File: src/rtl/rv_pkg.sv
// Shared definitions for the core bring-up slice: word width and loader states.
package rv_pkg;

  localparam int WIDTH = 32;

  typedef enum logic [1:0] {
    IDLE  = 2'd0,
    LOAD  = 2'd1,
    WRITE = 2'd2,
    RUN   = 2'd3
  } loader_state_t;

endpackage

File: src/rtl/imem_loader_byte_packer.sv
// Packs a little-endian byte stream into 32-bit words. The byte index wraps
// after byte 3, so every word starts from a freshly overwritten lane set.
module byte_packer
  import rv_pkg::*;
(
  input  logic             clk,
  input  logic             accept,
  input  logic [7:0]       byte_in,
  input  logic             clear,
  output logic             word_full,
  output logic [WIDTH-1:0] word_out
);

  logic [1:0]       idx_p0;
  logic [WIDTH-1:0] pack_p0;

  // Byte lane index; clear discards any partially packed word.
  always_ff @(posedge clk) begin
    if (clear) begin
      idx_p0 <= 2'd0;
    end else if (accept) begin
      idx_p0 <= idx_p0 + 2'd1;
    end
  end

  // Pack register; each lane is always overwritten before it is used.
  always_ff @(posedge clk) begin
    if (accept) begin
      pack_p0[{idx_p0, 3'b000} +: 8] <= byte_in;
    end
  end

  // Completed word includes the byte arriving on the closing transfer.
  always_comb begin
    word_out                        = pack_p0;
    word_out[{idx_p0, 3'b000} +: 8] = byte_in;
  end

  assign word_full = accept && (idx_p0 == 2'd3);

endmodule

File: src/rtl/imem_loader.sv
// Program loader: holds the core in reset, streams bytes into instruction
// memory word by word, then releases the core once the last word lands.
module imem_loader
  import rv_pkg::*;
#(
  parameter int DEPTH  = 64,
  parameter int ADDR_W = $clog2(DEPTH)
) (
  input  logic              clk,
  input  logic              reset,
  input  logic              start,
  input  logic [ADDR_W:0]   word_count,
  input  logic              byte_valid,
  input  logic [7:0]        byte_data,
  output logic              byte_ready,
  output logic              imem_we,
  output logic [ADDR_W-1:0] imem_addr,
  output logic [WIDTH-1:0]  imem_wdata,
  output logic              core_reset,
  output logic              busy,
  output logic              done,
  output logic [WIDTH-1:0]  checksum
);

  localparam logic [ADDR_W:0] DEPTH_C = (ADDR_W + 1)'(DEPTH);

  loader_state_t     state, state_nxt;
  logic [ADDR_W:0]   count_q;
  logic [ADDR_W-1:0] widx;
  logic              start_acc;
  logic              accept;
  logic              last_word;
  logic              word_full;
  logic [WIDTH-1:0]  word_out;
  logic              pack_clear;

  // Requests larger than the memory are cut to the memory size.
  function automatic logic [ADDR_W:0] clamp_count(input logic [ADDR_W:0] c);
    if (c > DEPTH_C) begin
      return DEPTH_C;
    end
    return c;
  endfunction

  assign start_acc  = start && (word_count != '0) && ((state == IDLE) || (state == RUN));
  assign accept     = byte_valid && byte_ready;
  assign last_word  = ({1'b0, widx} == (count_q - 1'b1));
  assign pack_clear = reset || start_acc;

  byte_packer u_packer (
    .clk       (clk),
    .accept    (accept),
    .byte_in   (byte_data),
    .clear     (pack_clear),
    .word_full (word_full),
    .word_out  (word_out)
  );

  // State register.
  always_ff @(posedge clk) begin
    if (reset) begin
      state <= IDLE;
    end else begin
      state <= state_nxt;
    end
  end

  // Next-state logic: WRITE is always a single cycle.
  always_comb begin
    state_nxt = state;
    case (state)
      IDLE:    if (start_acc) state_nxt = LOAD;
      LOAD:    if (word_full) state_nxt = WRITE;
      WRITE:   state_nxt = last_word ? RUN : LOAD;
      RUN:     if (start_acc) state_nxt = LOAD;
      default: state_nxt = IDLE;
    endcase
  end

  // Control outputs decode only the state flop, never the inputs.
  always_comb begin
    byte_ready = 1'b0;
    imem_we    = 1'b0;
    core_reset = 1'b1;
    busy       = 1'b0;
    case (state)
      LOAD: begin
        byte_ready = 1'b1;
        busy       = 1'b1;
      end
      WRITE: begin
        imem_we = 1'b1;
        busy    = 1'b1;
      end
      RUN:     core_reset = 1'b0;
      default: ;
    endcase
  end

  // Count, word index, write port registers, checksum and done pulse.
  always_ff @(posedge clk) begin
    if (reset) begin
      count_q    <= '0;
      widx       <= '0;
      imem_addr  <= '0;
      imem_wdata <= '0;
      checksum   <= '0;
      done       <= 1'b0;
    end else begin
      done <= (state == WRITE) && last_word;
      if (start_acc) begin
        count_q  <= clamp_count(word_count);
        widx     <= '0;
        checksum <= '0;
      end
      // Write port is loaded on entry to WRITE and holds afterwards.
      if (word_full) begin
        imem_addr  <= widx;
        imem_wdata <= word_out;
      end
      if (state == WRITE) begin
        checksum <= checksum ^ imem_wdata;
        if (!last_word) begin
          widx <= widx + 1'b1;
        end
      end
    end
  end

endmodule

File: config.mk
export PLATFORM = sky130hd
export DESIGN_NAME = imem_loader
export DESIGN_NICKNAME = d
export VERILOG_FILES = /design/src/rtl/rv_pkg.sv /design/src/rtl/imem_loader_byte_packer.sv /design/src/rtl/imem_loader.sv
export SDC_FILE = /design/constraint.sdc
export NUM_CORES = 1
export LEC_CHECK = 0
export ABC_AREA = 1
export ABC_CLOCK_PERIOD_IN_PS = 1800
export BUFFER_PORTS_ARGS = -buffer_cell sky130_fd_sc_hd__buf_4
export CAP_MARGIN = 5
export CORE_MARGIN = 2
export CORE_UTILIZATION = 50
export DETAILED_ROUTE_END_ITERATION = 7
export PLACE_DENSITY = 0.79
export SLEW_MARGIN = 40
export SYNTH_ARGS = -nofsm -noshare
export SYNTH_HDL_FRONTEND = slang
export SYNTH_SLANG_ARGS = --single-unit
File: constraint.sdc
create_clock -name clk -period 1.8 [get_ports clk]
set_input_delay 0.09 -clock clk [delete_from_list [all_inputs] [get_ports clk]]
set_output_delay 0.09 -clock clk [all_outputs]
set_load 0.01 [all_outputs]
==> flow_metrics.tcl, run 1 <==
set metrics [dict create \
    clock_skew_ns 0.0198 \
    gr-total-overflow 0 \
    via_per_inst 5.11 \
    critical_path_required_ns 2.14 \
    cts_root_buf "clkbuf_8" \
    synth-edff-count 24 \
    numCtsBuffers 9 \
    maxSlewHeadroom_pct 65.1 \
    clkLatencyLatePin_ns 0.39 \
    nets 805 \
    path_clk_slew_ns 0.12 \
    worst_slew_pin_slew_ns 0.523 \
    timing.hold.ws_ns 0.0218 \
    start_util_pct 51.0 \
    hp-class "input pin to flip-flop" \
    drtPass1Iterations 8 \
    setup_ws_ns 0.0959 \
    async_reset_ff_share_pct 0 \
    placed_cell_area_mm2 0.00613 \
    vias 4684 \
    antenna_found_initial 0 \
    startpoint_type "flip-flop" \
    syn_area_mm2 0.00519 \
    ys_seq_area_share_pct 47.8 \
    gp_congestion 0.890 \
    wl_um 12700 \
    fill_cells 863 \
    synthTopCellsByArea "dfxtp_1 34%, edfxtp_1 14%, nand2_1 9.6%" \
    power.leakage_uw 0.00317 \
    grt_max_degree 73 \
    tritoncts "yes" \
    track_usage_pct 23.1 \
    ys_warn_count 0 \
    synth.most_common_cell "nand2_1" \
    htree_levels 3 \
    rsz0062_at_grt "true" \
    synth.top_cell.area_share_pct 33.9 \
    fp.dieH_um 106 \
    violations "DRC" \
    drv_slew 0 \
    syn_to_final_growth_pct 25.8 \
    cts.path.max_buffers 2 \
    grt_pass1_wl_um 20900 \
    final_antenna_net_count 0 \
    synth_commonest_cells "133 x nand2_1, 120 x inv_1, 88 x dfxtp_1" \
    synth.net_count 703 \
    synth_seq_cells 112 \
    fin_area_mm2 0.00653 \
    synthesis.instances 673 \
    numClockSinks 112 \
    grt_pass1_vias 4407 \
    rows 37 \
    powerDensity_mw_per_mm2 1000 \
    ios 94 \
    drt_iter0_markers 287 \
    vdd_drop_max_v 0.000606 \
    timing.final.crit_share_pct 94.7 \
    drc 1 \
    port_buffers 93 \
    crit_type "flip-flop to flip-flop" \
    drive_gt1_share_pct 19.4 \
    dieArea_mm2 0.0112 \
    synth_top_area_cell "dfxtp_1" \
    path_max_fanout 6 \
    routedWlPerCell_um 13.8 \
    drv_cap 0 \
    max_freq_mhz 587 \
    end_kind "flip-flop" \
    dieWidth_um 106 \
    cp_data_arrival_time_ns 2.04 \
    core_area_mm2 0.0102 \
    ys.flop_type "dfxtp_1" \
    finalCriticalPeriod_ns 1.70 \
    dp_hpwl_um 8870 \
    multi_input_area_mm2 0.00217 \
    synth_cell_type_count 28 \
    avgSynthCellArea_um2 7.72 \
    pre_cts_slack_ns 0.0403 \
    status "complete, but fails checks" \
    antennaDiodeCount 0 \
    seq_area_mm2 0.00248 \
    setup_violations 0 \
    hold_violations 0 \
]
## critical path, stage by stage, from the launching register on
cell and delay [ns]:
dfxtp_1 0.36, clkinv_1 0.12, ha_1 0.30, inv_1 0.10, nand3_1 0.17, o32ai_1 0.39, o21bai_1 0.13, inv_1 0.07
## where the power goes
| group | internal, uW | switching (uW) |
|---|---|---|
| clock network | 692 | 944 |
| registers | 2810 | 134 |
| logic | 742 | 1240 |
## through the flow
step	cells	total power [uW]	TNS, ns	util (%)
floorplan	673	4180	0	-
global placement	888	4760	0	60.2
detailed placement	888	4810	0	60.2
CTS	912	6430	0	63.2
global route	916	6910	-0.232	64.2
finish	916	6560	0	64.2
## timing repair
action / in CTS / in global routing
buffers inserted: 0 / 4
gates resized for setup: 0 / 15
endpoints found under the setup margin: 0 / 76
hold endpoints to repair: 9 / 0
hold buffers: 8 / 0
## path summary, 6_finish.rpt
| kind | startpoint | end | slack (ns) | depth (start not counted) |
|---|---|---|---|---|
| max | u_packer.idx_p0[0] | imem_wdata[13] | 0.1 | 7 |
| max reg2reg | u_packer.idx_p0[0] | imem_wdata[13] | 0.1 | 7 |
| min reg2reg | count_q[6] | count_q[6] | 0.50 | 2 |
| min | byte_data[5] | imem_wdata[29] | 0.02 | 3 |
## flip-flops by register name, indices dropped and copies added (netlist names)
| signal | flops |
|---|---|
| count_q | 7 |
| done | 1 |
| checksum | 32 |
| imem_addr | 6 |
| u_packer.idx_p0 | 2 |
| widx | 6 |
| state | 2 |
| imem_wdata | 32 |
| u_packer.pack_p0 | 24 |
## logic make-up (layout without fill, tap and decap cells)
family	Yosys count	count (layout)	share of synthesized area, %
AND/OR/NAND/NOR	211	211	17.2
adder cells (fa/ha/maj)	11	11	2.65
flip-flops	112	112	47.8
AO/OA/AOI/OAI	171	171	18.4
XOR/XNOR	14	14	2.36
buffers and inverters	154	261	11.6
## layer usage
metal	track usage [%]	share of wire, %	vias up
met5	0	0	-
li1	-	-	2367
met3	3.49	4.7	21
met2	36.8	46	136
met1	32.5	47	2160
met4	7.24	1.8	0
## cells in the final DEF, fill, tap and decap left out, types with 9 or more instances in the layout
master / count
edfxtp_1: 24
a21oi_1: 49
nor2_1: 28
o22ai_1: 12
inv_1: 120
clkbuf_8: 9
xor2_1: 11
o21bai_1: 24
buf_4: 107
nand3_1: 28
nand2_1: 133
dfxtp_1: 87
o21ai_0: 76
## final cells by class
type                            instances  area share, %
Inverter                              122           7.01
Timing Repair Buffer                  123           15.8
Clock buffer                            9           1.90
Sequential cell                       112           38.0
Tap cell                              136           2.60
Multi-Input combinational cell        407           33.2
Clock inverter                          7           1.49
Power figures use the tool's default switching activity.
==> run 2: changes to the inputs <==
--- a/config.mk
+++ b/config.mk
@@ -12,7 +12,8 @@
 export CORE_MARGIN = 2
 export CORE_UTILIZATION = 50
 export DETAILED_ROUTE_END_ITERATION = 7
-export PLACE_DENSITY = 0.79
+export PLACE_DENSITY = 0.76
+export REMOVE_ABC_BUFFERS = 1
 export SLEW_MARGIN = 40
 export SYNTH_ARGS = -nofsm -noshare
 export SYNTH_HDL_FRONTEND = slang
==> run 2 against run 1 <==
  * The run ends with hold timing left
  * Sequential share of layout area increased by 0.11 points
  * Wire length decreased by 1.9%
  * Worst setup slack improved by 0.018 ns
  * Sequential cell count unchanged
  * Non-clock buffer count increased by 3
  * Core utilization decreased by 0.16 points
  * Sequential power about the same
  * Clock-buffer cell count is 3 higher
  * Global-route usage fell by 0.69 points
  * Critical endpoint is now imem_wdata[3]
  * Largest cell class unchanged
==> flow_metrics.tcl, run 2 (synthesis results as in run 1) <==
set metrics [dict create \
    status "complete, but fails checks" \
    violations "hold timing" \
    rows 37 \
    pwr-share-seq_pct 45.1 \
    gp_congestion 0.874 \
    worst_slew_pin_slew_ns 0.625 \
    via_per_inst 5.03 \
    utilization_pct 64.0 \
    fp.dieH_um 106 \
    p_clk_share_pct 24.2 \
    final_cell_mix "132 x nand2_1, 119 x inv_1, 111 x buf_4, 86 x dfxtp_1, 76 x o21ai_0" \
    tritoncts "yes" \
    fill_cells 886 \
    layout_commonest_cell "nand2_1" \
    cts_root_buf "clkbuf_8" \
    drtPass1Iterations 5 \
    drv_cap 0 \
    htree_levels 3 \
    nets 808 \
    grt_max_degree 42 \
    multi_input_area_mm2 0.00218 \
    dieArea_mm2 0.0112 \
    numClockSinks 112 \
    core_area_mm2 0.0102 \
    critical_path_required_ns 2.12 \
    final_antenna_net_count 0 \
    critPathLaunch "u_packer.idx_p0[0]" \
    cts.path.max_buffers 2 \
    antenna_found_initial 0 \
    end_kind "flip-flop" \
    drive_gt1_share_pct 19.7 \
    start_util_pct 51.0 \
    seq_area_mm2 0.00248 \
    crit_type "flip-flop to flip-flop" \
    vdd_drop_max_v 0.000583 \
    drt_iter0_markers 266 \
    hp-class "input pin to flip-flop" \
    hold_violations 1 \
    numCtsBuffers 9 \
    drv_slew 0 \
    top_regs "checksum x32, imem_wdata x32, u_packer.pack_p0 x24" \
    ios 94 \
    r2r_end "imem_wdata[3]" \
    dieWidth_um 106 \
    power.leakage_uw 0.00316 \
    reg2reg_depth 8 \
    track_usage_pct 22.4 \
    startpoint_type "flip-flop" \
    r2r_setup_slack_ns 0.11 \
    timing.final.crit_share_pct 93.7 \
    finalPower_uw 6490 \
    pre_cts_slack_ns -0.0138 \
    power.switching_uw 2200 \
    path_max_fanout 6 \
    clkLatencyLatePin_ns 0.37 \
    clock_skew_ns 0.00913 \
    syn_to_final_growth_pct 25.5 \
    max_freq_mhz 593 \
    grt_pass1_wl_um 20300 \
    port_buffers 93 \
    powerDensity_mw_per_mm2 996 \
    dp_hpwl_um 8830 \
    grt_pass1_vias 4360 \
    swShare_pct 33.9 \
    timing.hold.ws_ns -0.00231 \
    setup_violations 0 \
    drc 0 \
    cp_data_arrival_time_ns 2.01 \
    path_clk_slew_ns 0.10 \
    antennaDiodeCount 0 \
    finalCriticalPeriod_ns 1.69 \
    intPower_uw 4290 \
    wl_um 12400 \
    maxSlewHeadroom_pct 58.2 \
    placed_cell_area_mm2 0.00611 \
    gr-total-overflow 0 \
    vias 4625 \
    routedWlPerCell_um 13.5 \
    setup_ws_ns 0.114 \
    endpoint "imem_wdata[3]" \
    fin_area_mm2 0.00652 \
    regToRegStartpoint "u_packer.idx_p0[0]" \
    combPwrFrac_pct 30.7 \
]
run 2: cell count changes in the layout (fill, tap and decap cells not counted), sizes merged:
cell / previous run / this run
clkbuf: 9 / 12
inv: 125 / 122
buf: 115 / 117
dlygate4sd3: 8 / 9
run 2: worst max-delay path, cell delays in order (launching register included):
cell and delay (ns):
dfxtp_1 0.35, clkinv_1 0.09, ha_1 0.39, inv_1 0.15
nand4_1 0.14, buf_4 0.18, o22ai_1 0.19, o21bai_1 0.10
inv_1 0.05
run 2: power by group through the flow:
stage	Clock [uW]	Sequential [uW]	Combinational, uW
after global routing	1720	2950	2210
final	1570	2930	1990
after detailed placement	0	2980	1820
after CTS	1610	2930	1840
after global placement	0	2980	1760
after floorplan	0	2960	1160
run 2: repair_timing:
action                     4_1_cts  5_1_grt
setup endpoints to repair       13       63
hold endpoints to repair        10        1
buffers inserted                 0        4
resized for setup                1       18
pin swaps                        1        3
hold buffers                     8        1
run 2: cell type report:
type | count | share of cell area, %
flip-flops and latches | 112 | 38.1
multi-input cells | 407 | 33.4
repair buffers | 126 | 15.6
inverters | 122 | 7.06
well taps | 136 | 2.61
clock buffers | 12 | 2.40
clock inverters | 4 | 0.749
run 2: routing by layer:
metal	part of all wire, %	vias up	GRT usage (%)
met4	2.5	0	8.74
met3	3.8	26	3.74
met1	44	2124	28.0
met2	49	104	38.7
met5	0	-	0
li1	-	2371	-
run 2: how the worst min path moves through the flow:
stage	from	endpoint	depth (start not counted)
finish	word_count[0]	count_q[0]	3
global route	word_count[0]	count_q[0]	3
CTS	word_count[0]	count_q[0]	3
detailed placement	reset	count_q[5]	2
global placement	reset	count_q[5]	2
floorplan	reset	count_q[5]	1
run 2: metrics by stage:
stage | std cells | TNS [ns]
2_1_floorplan | 641 | -74.01
3_3_place_gp | 890 | 0
3_5_place_dp | 890 | -0.0515
4_1_cts | 914 | 0
5_1_grt | 919 | -0.0151
6_report | 919 | 0
==> run 3: changes to the inputs <==
--- a/config.mk
+++ b/config.mk
@@ -9,6 +9,7 @@
 export ABC_CLOCK_PERIOD_IN_PS = 1800
 export BUFFER_PORTS_ARGS = -buffer_cell sky130_fd_sc_hd__buf_4
 export CAP_MARGIN = 5
+export CORE_ASPECT_RATIO = 1.75
 export CORE_MARGIN = 2
 export CORE_UTILIZATION = 50
 export DETAILED_ROUTE_END_ITERATION = 7
==> run 3 against run 2 <==
  * The flow now finishes without violations
  * Global-route usage up 1.7 points
  * Non-clock buffer count is 5 lower
  * Core utilization is 0.66 points higher
  * Critical path depth grew 1
  * Sequential share of layout area down 0.36 points
  * Sequential cell count is the same
  * Clock skew about the same
  * Register-to-register slack lost 0.02 ns
  * Critical endpoint is now imem_wdata[8]
==> flow_metrics.tcl, run 3 (synthesis results as in run 1) <==
set metrics [dict create \
    nets 804 \
    vias 4744 \
    drv_slew 0 \
    wl_um 13500 \
    syn_to_final_growth_pct 26.7 \
    grt_max_degree 50 \
    drt_iter0_markers 314 \
    fp.dieH_um 139 \
    ios 94 \
    final_antenna_net_count 0 \
    utilization_pct 64.7 \
    clock_skew_ns 0.00958 \
    seq_area_mm2 0.00248 \
    critical_path_required_ns 2.10 \
    path_clk_slew_ns 0.08 \
    vdd_drop_max_v 0.000824 \
    grt_pass1_wl_um 21200 \
    rsz0062_at_grt "true" \
    multi_input_area_mm2 0.00221 \
    routedWlPerCell_um 14.9 \
    powerDensity_mw_per_mm2 1050 \
    end_kind "flip-flop" \
    startpoint_type "flip-flop" \
    dieWidth_um 81.1 \
    cp_data_arrival_time_ns 2.01 \
    status "complete, no violations" \
    rows 49 \
    numClockSinks 112 \
    fin_area_mm2 0.00658 \
    dp_hpwl_um 9660 \
    hold_violations 0 \
    cts.path.max_buffers 2 \
    drtPass1Iterations 4 \
    tritoncts "yes" \
    met1_usage_pct 25.3 \
    cts_root_buf "clkbuf_16" \
    max_freq_mhz 584 \
    power.leakage_uw 0.00321 \
    gp_congestion 0.904 \
    fill_cells 905 \
    crit_type "flip-flop to flip-flop" \
    drv_cap 0 \
    setup_violations 0 \
    track_usage_pct 24.0 \
    layout_commonest_cell "nand2_1" \
    fin_tns_setup_ns 0 \
    grt_pass1_vias 4561 \
    worst_slew_pin_slew_ns 0.494 \
    placed_cell_area_mm2 0.00615 \
    antenna_found_initial 0 \
    via_per_inst 5.24 \
    start_util_pct 51.0 \
    path_max_fanout 9 \
    port_buffers 93 \
    gr-total-overflow 0 \
    numCtsBuffers 9 \
    timing.final.crit_share_pct 95.1 \
    maxSlewHeadroom_pct 67.1 \
    drc 0 \
    hp-class "input pin to flip-flop" \
    drive_gt1_share_pct 20.8 \
    finalCriticalPeriod_ns 1.71 \
    antennaDiodeCount 0 \
    core_area_mm2 0.0102 \
    use_met2_pct 44.3 \
    final_cell_mix "132 x nand2_1, 118 x inv_1, 112 x buf_4, 86 x dfxtp_1, 76 x o21ai_0" \
    htree_levels 3 \
    top_regs "checksum x32, imem_wdata x32, u_packer.pack_p0 x24" \
    clkLatencyLatePin_ns 0.35 \
    grt_use_met3_pct 4.04 \
    busiest_layer "met2" \
    dieArea_mm2 0.0113 \
]
run 3: power by group:
| part | switching [uW] | internal [uW] |
|---|---|---|
| Sequential | 136 | 2810 |
| Combinational | 1270 | 712 |
| Clock | 932 | 1030 |
| Total | 2330 | 4550 |
run 3: worst max-delay path, stage by stage (launching register included):
cell and delay, ns:
dfxtp_1 0.35, clkinv_1 0.10, buf_4 0.18, ha_1 0.21, buf_4 0.16, nor2_2 0.21, nand2_1 0.09, o22ai_1 0.22
o21bai_1 0.09, inv_1 0.06
run 3: worst paths after layout:
path | slack (ns) | cells after the start | endpoint | start
min | 0.02 | 3 | count_q[5] | word_count[5]
min reg2reg | 0.48 | 2 | count_q[6] | count_q[6]
max reg2reg | 0.09 | 9 | imem_wdata[8] | u_packer.idx_p0[0]
max | 0.09 | 9 | imem_wdata[8] | u_packer.idx_p0[0]
run 3: final cells by class:
| class | instances | area share [%] |
|---|---|---|
| clock inverter | 5 | 0.570 |
| timing repair buffer | 121 | 14.9 |
| multi-input combinational | 408 | 33.5 |
| sequential | 112 | 37.8 |
| inverter | 122 | 6.96 |
| tap | 127 | 2.41 |
| clock buffer | 11 | 3.86 |
run 3: through the flow:
stage / hold slack [ns] / total power [uW] / std cells / setup WS, ns
2_1_floorplan: 0.159 / 4130 / 641 / -1.29
4_1_cts: 0.00887 / 6820 / 904 / 0.0348
3_3_place_gp: 0.308 / 4790 / 884 / 0.0556
3_5_place_dp: 0.310 / 4860 / 884 / -0.00294
6_report: 0.0214 / 6890 / 906 / 0.0887
5_1_grt: 0.0307 / 7230 / 906 / -0.0346
run 3: routing by layer:
layer	part of all wire, %	up-vias
met3	3.4	29
met1	37	2236
met4	3.4	0
met5	0	-
met2	56	113
li1	-	2366
run 3: timing repair:
item | 4_1_cts | 5_1_grt
gates resized for setup | 2 | 19
pin swaps | 0 | 3
hold endpoints to repair | 6 | 0
hold buffers | 4 | 0
setup endpoints to repair | 4 | 68
setup buffers | 0 | 1
cloned | 0 | 1
